<file path="src/rtl/time_counter.sv">
// BCD hours/minutes/seconds timekeeper with a RUN / SET_HR / SET_MIN set mode.
// Advances once per rising edge of the divider's 1 Hz square wave; all outputs are registered.
module time_counter #(
    parameter bit MODE_24H = 1'b1
) (
    input  logic       clk,
    input  logic       rst,
    input  logic       clk_1hz,
    input  logic       mode_btn,
    input  logic       inc_btn,
    output logic [1:0] hr_tens,
    output logic [3:0] hr_ones,
    output logic [2:0] min_tens,
    output logic [3:0] min_ones,
    output logic [2:0] sec_tens,
    output logic [3:0] sec_ones,
    output logic       pm,
    output logic       set_hr,
    output logic       set_min,
    output logic       day_pulse
);

    typedef enum logic [1:0] {
        RUN     = 2'd0,
        SET_HR  = 2'd1,
        SET_MIN = 2'd2
    } state_t;

    state_t     state_r;
    state_t     state_nxt_s;
    logic       clk_1hz_q_r;
    logic       tick_s;
    logic [7:0] sec_inc_s;
    logic [7:0] min_inc_s;
    logic [6:0] hr_inc_s;
    logic [1:0] hr_tens_nxt_s;
    logic [3:0] hr_ones_nxt_s;
    logic [2:0] min_tens_nxt_s;
    logic [3:0] min_ones_nxt_s;
    logic [2:0] sec_tens_nxt_s;
    logic [3:0] sec_ones_nxt_s;
    logic       pm_nxt_s;
    logic       day_pulse_nxt_s;

    // Returns {carry, tens, ones} for a 00..59 BCD field incremented by one.
    function automatic logic [7:0] inc_mod60(input logic [2:0] tens, input logic [3:0] ones);
        logic [7:0] r;
        if (ones == 4'd9) begin
            if (tens == 3'd5) begin
                r = {1'b1, 3'd0, 4'd0};
            end else begin
                r = {1'b0, tens + 3'd1, 4'd0};
            end
        end else begin
            r = {1'b0, tens, ones + 4'd1};
        end
        return r;
    endfunction

    // Returns {turn, tens, ones}; turn marks 23->00 (24h) or 11->12 (12h, flips am/pm).
    function automatic logic [6:0] inc_hours(input logic [1:0] tens, input logic [3:0] ones);
        logic [6:0] r;
        if (MODE_24H) begin
            if ((tens == 2'd2) && (ones == 4'd3)) begin
                r = {1'b1, 2'd0, 4'd0};
            end else if (ones == 4'd9) begin
                r = {1'b0, tens + 2'd1, 4'd0};
            end else begin
                r = {1'b0, tens, ones + 4'd1};
            end
        end else begin
            if ((tens == 2'd1) && (ones == 4'd1)) begin
                r = {1'b1, 2'd1, 4'd2};
            end else if ((tens == 2'd1) && (ones == 4'd2)) begin
                r = {1'b0, 2'd0, 4'd1};
            end else if (ones == 4'd9) begin
                r = {1'b0, tens + 2'd1, 4'd0};
            end else begin
                r = {1'b0, tens, ones + 4'd1};
            end
        end
        return r;
    endfunction

    // Next-state and next-time computation for all three modes.
    always_comb begin
        tick_s          = clk_1hz & ~clk_1hz_q_r;
        sec_inc_s       = inc_mod60(sec_tens, sec_ones);
        min_inc_s       = inc_mod60(min_tens, min_ones);
        hr_inc_s        = inc_hours(hr_tens, hr_ones);
        state_nxt_s     = state_r;
        hr_tens_nxt_s   = hr_tens;
        hr_ones_nxt_s   = hr_ones;
        min_tens_nxt_s  = min_tens;
        min_ones_nxt_s  = min_ones;
        sec_tens_nxt_s  = sec_tens;
        sec_ones_nxt_s  = sec_ones;
        pm_nxt_s        = pm;
        day_pulse_nxt_s = 1'b0;
        case (state_r)
            RUN: begin
                if (mode_btn) begin
                    state_nxt_s = SET_HR;
                end else begin
                    state_nxt_s = RUN;
                end
                if (tick_s) begin
                    {sec_tens_nxt_s, sec_ones_nxt_s} = sec_inc_s[6:0];
                    if (sec_inc_s[7]) begin
                        {min_tens_nxt_s, min_ones_nxt_s} = min_inc_s[6:0];
                        if (min_inc_s[7]) begin
                            {hr_tens_nxt_s, hr_ones_nxt_s} = hr_inc_s[5:0];
                            pm_nxt_s        = MODE_24H ? 1'b0 : (pm ^ hr_inc_s[6]);
                            // In 12h mode the day only ends when the turn happens from PM.
                            day_pulse_nxt_s = hr_inc_s[6] & (MODE_24H | pm);
                        end else begin
                            day_pulse_nxt_s = 1'b0;
                        end
                    end else begin
                        day_pulse_nxt_s = 1'b0;
                    end
                end else begin
                    day_pulse_nxt_s = 1'b0;
                end
            end
            SET_HR: begin
                if (mode_btn) begin
                    state_nxt_s = SET_MIN;
                end else if (inc_btn) begin
                    {hr_tens_nxt_s, hr_ones_nxt_s} = hr_inc_s[5:0];
                    pm_nxt_s = MODE_24H ? 1'b0 : (pm ^ hr_inc_s[6]);
                end else begin
                    state_nxt_s = SET_HR;
                end
            end
            SET_MIN: begin
                if (mode_btn) begin
                    state_nxt_s    = RUN;
                    sec_tens_nxt_s = 3'd0;
                    sec_ones_nxt_s = 4'd0;
                end else if (inc_btn) begin
                    {min_tens_nxt_s, min_ones_nxt_s} = min_inc_s[6:0];
                end else begin
                    state_nxt_s = SET_MIN;
                end
            end
            default: begin
                state_nxt_s = RUN;
            end
        endcase
    end

    // State, time digits and status flags, all registered.
    always_ff @(posedge clk) begin
        if (rst) begin
            state_r     <= RUN;
            clk_1hz_q_r <= 1'b0;
            hr_tens     <= MODE_24H ? 2'd0 : 2'd1;
            hr_ones     <= MODE_24H ? 4'd0 : 4'd2;
            min_tens    <= 3'd0;
            min_ones    <= 4'd0;
            sec_tens    <= 3'd0;
            sec_ones    <= 4'd0;
            pm          <= 1'b0;
            set_hr      <= 1'b0;
            set_min     <= 1'b0;
            day_pulse   <= 1'b0;
        end else begin
            state_r     <= state_nxt_s;
            clk_1hz_q_r <= clk_1hz;
            hr_tens     <= hr_tens_nxt_s;
            hr_ones     <= hr_ones_nxt_s;
            min_tens    <= min_tens_nxt_s;
            min_ones    <= min_ones_nxt_s;
            sec_tens    <= sec_tens_nxt_s;
            sec_ones    <= sec_ones_nxt_s;
            pm          <= pm_nxt_s;
            set_hr      <= (state_nxt_s == SET_HR);
            set_min     <= (state_nxt_s == SET_MIN);
            day_pulse   <= day_pulse_nxt_s;
        end
    end

endmodule

</file>
<file path="config.mk">
export PLATFORM = sky130hd
export DESIGN_NAME = time_counter
export DESIGN_NICKNAME = d
export VERILOG_FILES = /design/src/rtl/time_counter.sv
export SDC_FILE = /design/constraint.sdc
export NUM_CORES = 1
export LEC_CHECK = 0
export ABC_AREA = 1
export BUFFER_PORTS_ARGS = -buffer_cell sky130_fd_sc_hd__buf_2
export CORE_ASPECT_RATIO = 1.25
export CORE_MARGIN = 2
export CORE_UTILIZATION = 55
export DETAILED_ROUTE_END_ITERATION = 8
export GPL_ROUTABILITY_DRIVEN = 0
export PLACE_DENSITY = 0.83
export RECOVER_POWER = 25
export SYNTH_ARGS = -nofsm -noshare
export SYNTH_HDL_FRONTEND = slang
export SYNTH_SLANG_ARGS = --single-unit
export TNS_END_PERCENT = 10
</file>
<file path="constraint.sdc">
create_clock -name clk -period 3.7 [get_ports clk]
set_input_delay 1.11 -clock clk [delete_from_list [all_inputs] [get_ports clk]]
set_output_delay 1.11 -clock clk [all_outputs]
set_load 0.005 [all_outputs]
</file>
==> Yosys cells after proc, flatten, opt, wreduce, memory -nomap -nowiden <==
Cells that the tools add are included.
{ "op_classes": {"n_addsub": 6, "reduce_logical": 9, "mux": 46, "eq_ne": 20, "bitwise_logic": 6} }
{ "op_table": {"columns": ["op", "n"], "rows": [
  ["two-way mux 4 bit", 11],
  ["two-way mux 8 bit", 4],
  ["case mux 4 bit (2 select lines)", 3],
  ["two-way mux 2 bit", 9],
  ["two-way mux 3 bit", 6],
  ["inequality test 2 bit (second input constant)", 9],
  ["adder 4 x 1 -> 4 bit (second input constant)", 3],
  ["== test 4 bit (second input constant)", 3],
  ["case mux 3 bit (2 select lines)", 2],
  ["two-way mux 7 bit", 1],
  ["adder 3 x 1 -> 3 bit (second input constant)", 2],
  ["== test 2 bit (second input constant)", 3],
  ["== test 3 bit (second input constant)", 2],
  ["two-way mux 1 bit", 6],
  ["two-way mux 6 bit", 1],
  ["case mux 2 bit (3 select lines)", 1],
  ["AND reduction 6 bit", 1],
  ["inverter 1 bit", 5],
  ["AND reduction 5 bit", 1],
  ["OR reduction 5 bit", 1],
  ["== test 2 x 1 -> 1 bit (second input constant)", 2],
  ["== test 4 x 2 -> 1 bit (second input constant)", 1],
  ["case mux 2 bit (2 select lines)", 1],
  ["AND reduction 4 bit", 1],
  ["other kinds (7)", 8]
]} }
{ "word_totals": {"input_bits": 5, "ff_bits": 27} }

==> Logic depth before layout (Yosys ltp) <==
{ "depth": {"ltp_word": 7, "depth_mapped": 11} }

==> Worst setup path before layout <==
OpenSTA, ideal clock, no wires.
{ "synth_path": {"kind": "input -> register", "start": "input rst", "end": "register min_ones[3]", "stages": 5, "arrival_ns": 1.882, "required_ns": 3.636, "path_slack_ns": 1.753, "path_buffers": 2, "path_cell_list": "clkbuf_1 -> inv_1 -> clkbuf_1 -> o21ai_0 -> nor2_1"} }
{ "synth_rtl": {"columns": ["item", "line_no", "source"], "rows": [
  ["start: declaration", "7", "input logic rst,"],
  ["end signal: assignment", "174", "min_ones <= min_ones_nxt_s;"],
  ["end: declaration", "14", "output logic [3:0] min_ones,"]
]} }

==> Worst setup path in the final report <==
{ "layout_path": {"start": "register sec_tens[0]", "end": "output sec_tens[0]"} }
{ "layout_rtl": {"columns": ["item", "line_no", "source"], "rows": [
  ["start: declaration", "15", "output logic [2:0] sec_tens,"],
  ["start signal: assignment", "175", "sec_tens <= sec_tens_nxt_s;"]
]} }
No word-level cell between the ends.

==> out/qor.log <==
INFO  global_route   largest_net_degree_at_the_start_of_global_routing=17
INFO  critical_path  timing.critical_path.fanout_max=8
INFO  critical_path  worst_path_dominant_cell_family=flip-flops
INFO  clocking       path_clk_slew=130ps
INFO  sta            maxSlewViolCount=0
INFO  critical_path  path_cells=buf_2
INFO  finish         diodes=0
INFO  clocking       clkLatencyLatePin=320ps
INFO  floorplan      fp.dieArea=3100um^2
INFO  synth          synth_cells=224
INFO  synth          synth.largest_area_cell=sky130_fd_sc_hd__dfxtp_1
INFO  synth          mappedNetlistNets=234
INFO  route          viasPerCell=4.99
INFO  clocking       tritoncts.num_buffers=3
INFO  floorplan      number_of_placed_i_o_pins=29
INFO  hold_path      hold_path_class=register to register
INFO  route          dr.pass1.iters=4
INFO  sta            finalHoldViolCount=0
INFO  route          drt_iter0_drc=48
INFO  clocking       post_cts_setup_driven_buffer_insertion_count=0
INFO  synth          ys_seq_elements=26
INFO  finish         num-nets-final=263
INFO  critical_path  worstRegToRegCells=8
INFO  finish         finalInstanceArea=1650um^2
INFO  critical_path  timing.critical_path.depth=1
INFO  critical_path  worst-endpoint-arrival=950ps
INFO  sta            grt_setup_unrepaired=no
INFO  floorplan      coreArea=2480um^2
INFO  route          route.detailed.wl_per_inst=10.2um
INFO  critical_path  crit_type=register to output port
INFO  power_and_ir_drop leakagePower=0.801nW
INFO  route          via_count=1,422
INFO  global_route   grt_antenna_before_repair=0
INFO  route          route.detailed.drc=0
INFO  clocking       clockBufferDepth=2
INFO  floorplan      floorplan.initialDensity=59.3%
INFO  critical_path  cp.required=2590ps
INFO  finish         layoutNonFillerInstCount=285
INFO  power_and_ir_drop power_density=319nW/um^2
INFO  synth          ys_types=27
INFO  place          buffer_ports.inserted=27
INFO  sta            finalSetupTns=0ps
INFO  critical_path  worst_setup_path_end_kind=output port
INFO  synth          synth.avg_cell_area=6.56um^2
INFO  finish         drive_above_1_share=16.7%
INFO  synth          ys.flop_type=sky130_fd_sc_hd__dfxtp_1
INFO  route          routed_wl=2910um
INFO  synth          asyncSetResetFlopFracSynth=0%
INFO  global_route   global_route_wire_length_before_repair=4930um
INFO  global_route   first_global_vias=1,217
INFO  sta            period_minus_slack=2060ps
INFO  route          antenna_viol_nets_final=0
INFO  flow_run       timing.max_cap.violations=0
INFO  synth          netlist.area_leader.share=35.4%
INFO  critical_path  timing.critical_path.slowest_cell_delay=470ps
INFO  synth          netlist_area=1470um^2
INFO  floorplan      die_height=61.8um
INFO  place          dp_cells=281
INFO  sta            fmaxAchievable=486MHz
INFO  clocking       cts_root_buf=sky130_fd_sc_hd__clkbuf_4
INFO  hold_path      worst_hold_depth=2
INFO  clocking       cts_tree=yes
INFO  sta            tightest_hold_margin=505ps
INFO  critical_path  critPathLaunchType=register
INFO  sta            timing.final.crit_share=55.6%
INFO  synth          synth_area_leaders=sky130_fd_sc_hd__dfxtp_1, sky130_fd_sc_hd__nand2_1, sky130_fd_sc_hd__nor2_1
INFO  global_route   global_route.overflow_total=0
INFO  clocking       number_of_buffers_added_to_fix_hold_violations_after_cts=0
INFO  sta            fin_skew=5.47ps
INFO  synth          seq_area_frac_synth=35.4%
INFO  synth          synth_enable_flop_cells=0
INFO  power_and_ir_drop vdd_ir_drop_max=0.000224V
INFO  clocking       number_of_gates_given_a_new_drive_strength_after_cts=0
INFO  global_route   groute.usage.overall=20.4%
INFO  finish         flow.area_growth_from_synthesis=12.4%
INFO  synth          yosysWarnings=0
INFO  place          place_area=1630um^2
INFO  floorplan      floorplan.die.width=50.2um
INFO  clocking       clock_sinks=26
INFO  sta            setup_violations=0
INFO  critical_path  worstPathBufferInverterCount=1
INFO  floorplan      floorplan.rows=20
INFO  finish         final_util=66.6%
INFO  critical_path  worst_path_max_delay_cell=sky130_fd_sc_hd__dfxtp_1
INFO  place          dpl.hpwl=2210um
INFO  run_status     outcome=finished, final reports clean
INFO  clocking       ctsHtreeMaxLevel=1
routing by layer:
layer  vias to the layer above  share of wire, %  GRT usage [%]
li1                        761                 -              -
met1                       620                45           24.1
met2                        36                48           37.8
met3                         5               5.2           3.35
met4                         0               1.5           7.14
met5                         -                 0              0
synthesized netlist by cell type (2+ instances only):
| cell | number |
|---|---|
| sky130_fd_sc_hd__nand4_1 | 3 |
| sky130_fd_sc_hd__nand2_1 | 56 |
| sky130_fd_sc_hd__inv_2 | 4 |
| sky130_fd_sc_hd__inv_1 | 25 |
| sky130_fd_sc_hd__nor3_1 | 2 |
| sky130_fd_sc_hd__nor2_4 | 3 |
| sky130_fd_sc_hd__nand3_1 | 16 |
| sky130_fd_sc_hd__ha_1 | 5 |
| sky130_fd_sc_hd__nand2_4 | 2 |
| sky130_fd_sc_hd__o21ai_0 | 8 |
| sky130_fd_sc_hd__dfxtp_1 | 26 |
| sky130_fd_sc_hd__nand2_2 | 2 |
| sky130_fd_sc_hd__nor2_1 | 36 |
| sky130_fd_sc_hd__a21oi_1 | 17 |
| sky130_fd_sc_hd__nor2_2 | 5 |
| sky130_fd_sc_hd__clkbuf_1 | 2 |
| sky130_fd_sc_hd__or2_2 | 2 |
report_power, final:
part | total [mW] | internal, mW | switching [mW]
Clock | 0.141 | 0.0601 | 0.0804
Sequential | 0.303 | 0.291 | 0.0121
Combinational | 0.0839 | 0.0298 | 0.0541
Total | 0.527 | 0.381 | 0.147
final cells by class:
type	count	area [um^2]
Inverter	29	109
Multi-Input combinational cell	166	812
Tap cell	33	41.3
Clock buffer	4	36.3
Fill cell	253	827
Timing Repair Buffer	27	131
Sequential cell	26	520
sequential cells by signal (all words and copies together) (netlist names):
name         count
hr_ones          4
min_ones         4
sec_ones         4
min_tens         3
sec_tens         3
hr_tens          2
state_r          2
clk_1hz_q_r      1
day_pulse        1
set_hr           1
set_min          1
path summary, 6_finish.rpt:
path / startpoint / to / slack [ps]
setup / recovery: sec_tens[0] / sec_tens[0] / 1640
hold / removal: hr_tens[0] / hr_tens[0] / 500
setup reg to reg: sec_ones[0] / min_ones[3] / 2060
hold reg to reg: hr_tens[0] / hr_tens[0] / 500
per-stage QoR:
| step | power [mW] | setup slack (ps) |
|---|---|---|
| 2_1_floorplan | 0.372 | 1750 |
| 3_3_place_gp | 0.393 | 1560 |
| 3_5_place_dp | 0.395 | 1530 |
| 4_1_cts | 0.533 | 1650 |
| 5_1_grt | 0.562 | 1590 |
| 6_report | 0.527 | 1640 |
worst reg2reg max path: cells and delay by family (launching register included):
kind	cells	cell delay (ps)
AND/OR/NAND/NOR	6	680
flip-flops	1	440
AO/OA/AOI/OAI	1	220
adder cells (fa/ha/maj)	1	210
placed cells by master (no fill, tap or decap):
master,n
sky130_fd_sc_hd__nand4_1,3
sky130_fd_sc_hd__conb_1,1
sky130_fd_sc_hd__o211ai_1,1
sky130_fd_sc_hd__xor2_1,1
sky130_fd_sc_hd__clkbuf_8,1
sky130_fd_sc_hd__o21ai_0,8
sky130_fd_sc_hd__ha_1,5
sky130_fd_sc_hd__a21oi_1,17
sky130_fd_sc_hd__buf_2,24
sky130_fd_sc_hd__inv_1,25
sky130_fd_sc_hd__nand2_1,57
sky130_fd_sc_hd__or2_0,1
sky130_fd_sc_hd__nand2_2,1
sky130_fd_sc_hd__o211a_1,1
sky130_fd_sc_hd__nor3_1,2
sky130_fd_sc_hd__nand3_1,17
sky130_fd_sc_hd__inv_2,3
sky130_fd_sc_hd__nor2_2,3
sky130_fd_sc_hd__clkbuf_4,3
sky130_fd_sc_hd__xnor2_1,1
sky130_fd_sc_hd__or2_2,2
sky130_fd_sc_hd__dfxtp_1,26
sky130_fd_sc_hd__nor2_4,3
sky130_fd_sc_hd__nor2_1,38
sky130_fd_sc_hd__o21bai_1,1
sky130_fd_sc_hd__nand2_4,2
sky130_fd_sc_hd__clkinv_1,1
sky130_fd_sc_hd__clkbuf_1,3
sky130_fd_sc_hd__a211oi_1,1
logic make-up (layout without fill, tap and decap cells):
| kind of cell | after synthesis | after routing | synth area share [%] |
|---|---|---|---|
| compound gates | 29 | 29 | 10.7 |
| xor+xnor | 2 | 2 | 1.19 |
| fa+ha+maj | 5 | 5 | 4.26 |
| buf+inv | 32 | 60 | 8.43 |
| flops | 26 | 26 | 35.4 |
| other cells | 1 | 1 | 0.255 |
| simple gates | 129 | 129 | 39.7 |
Note: power is estimated with default switching activity, not from simulation.
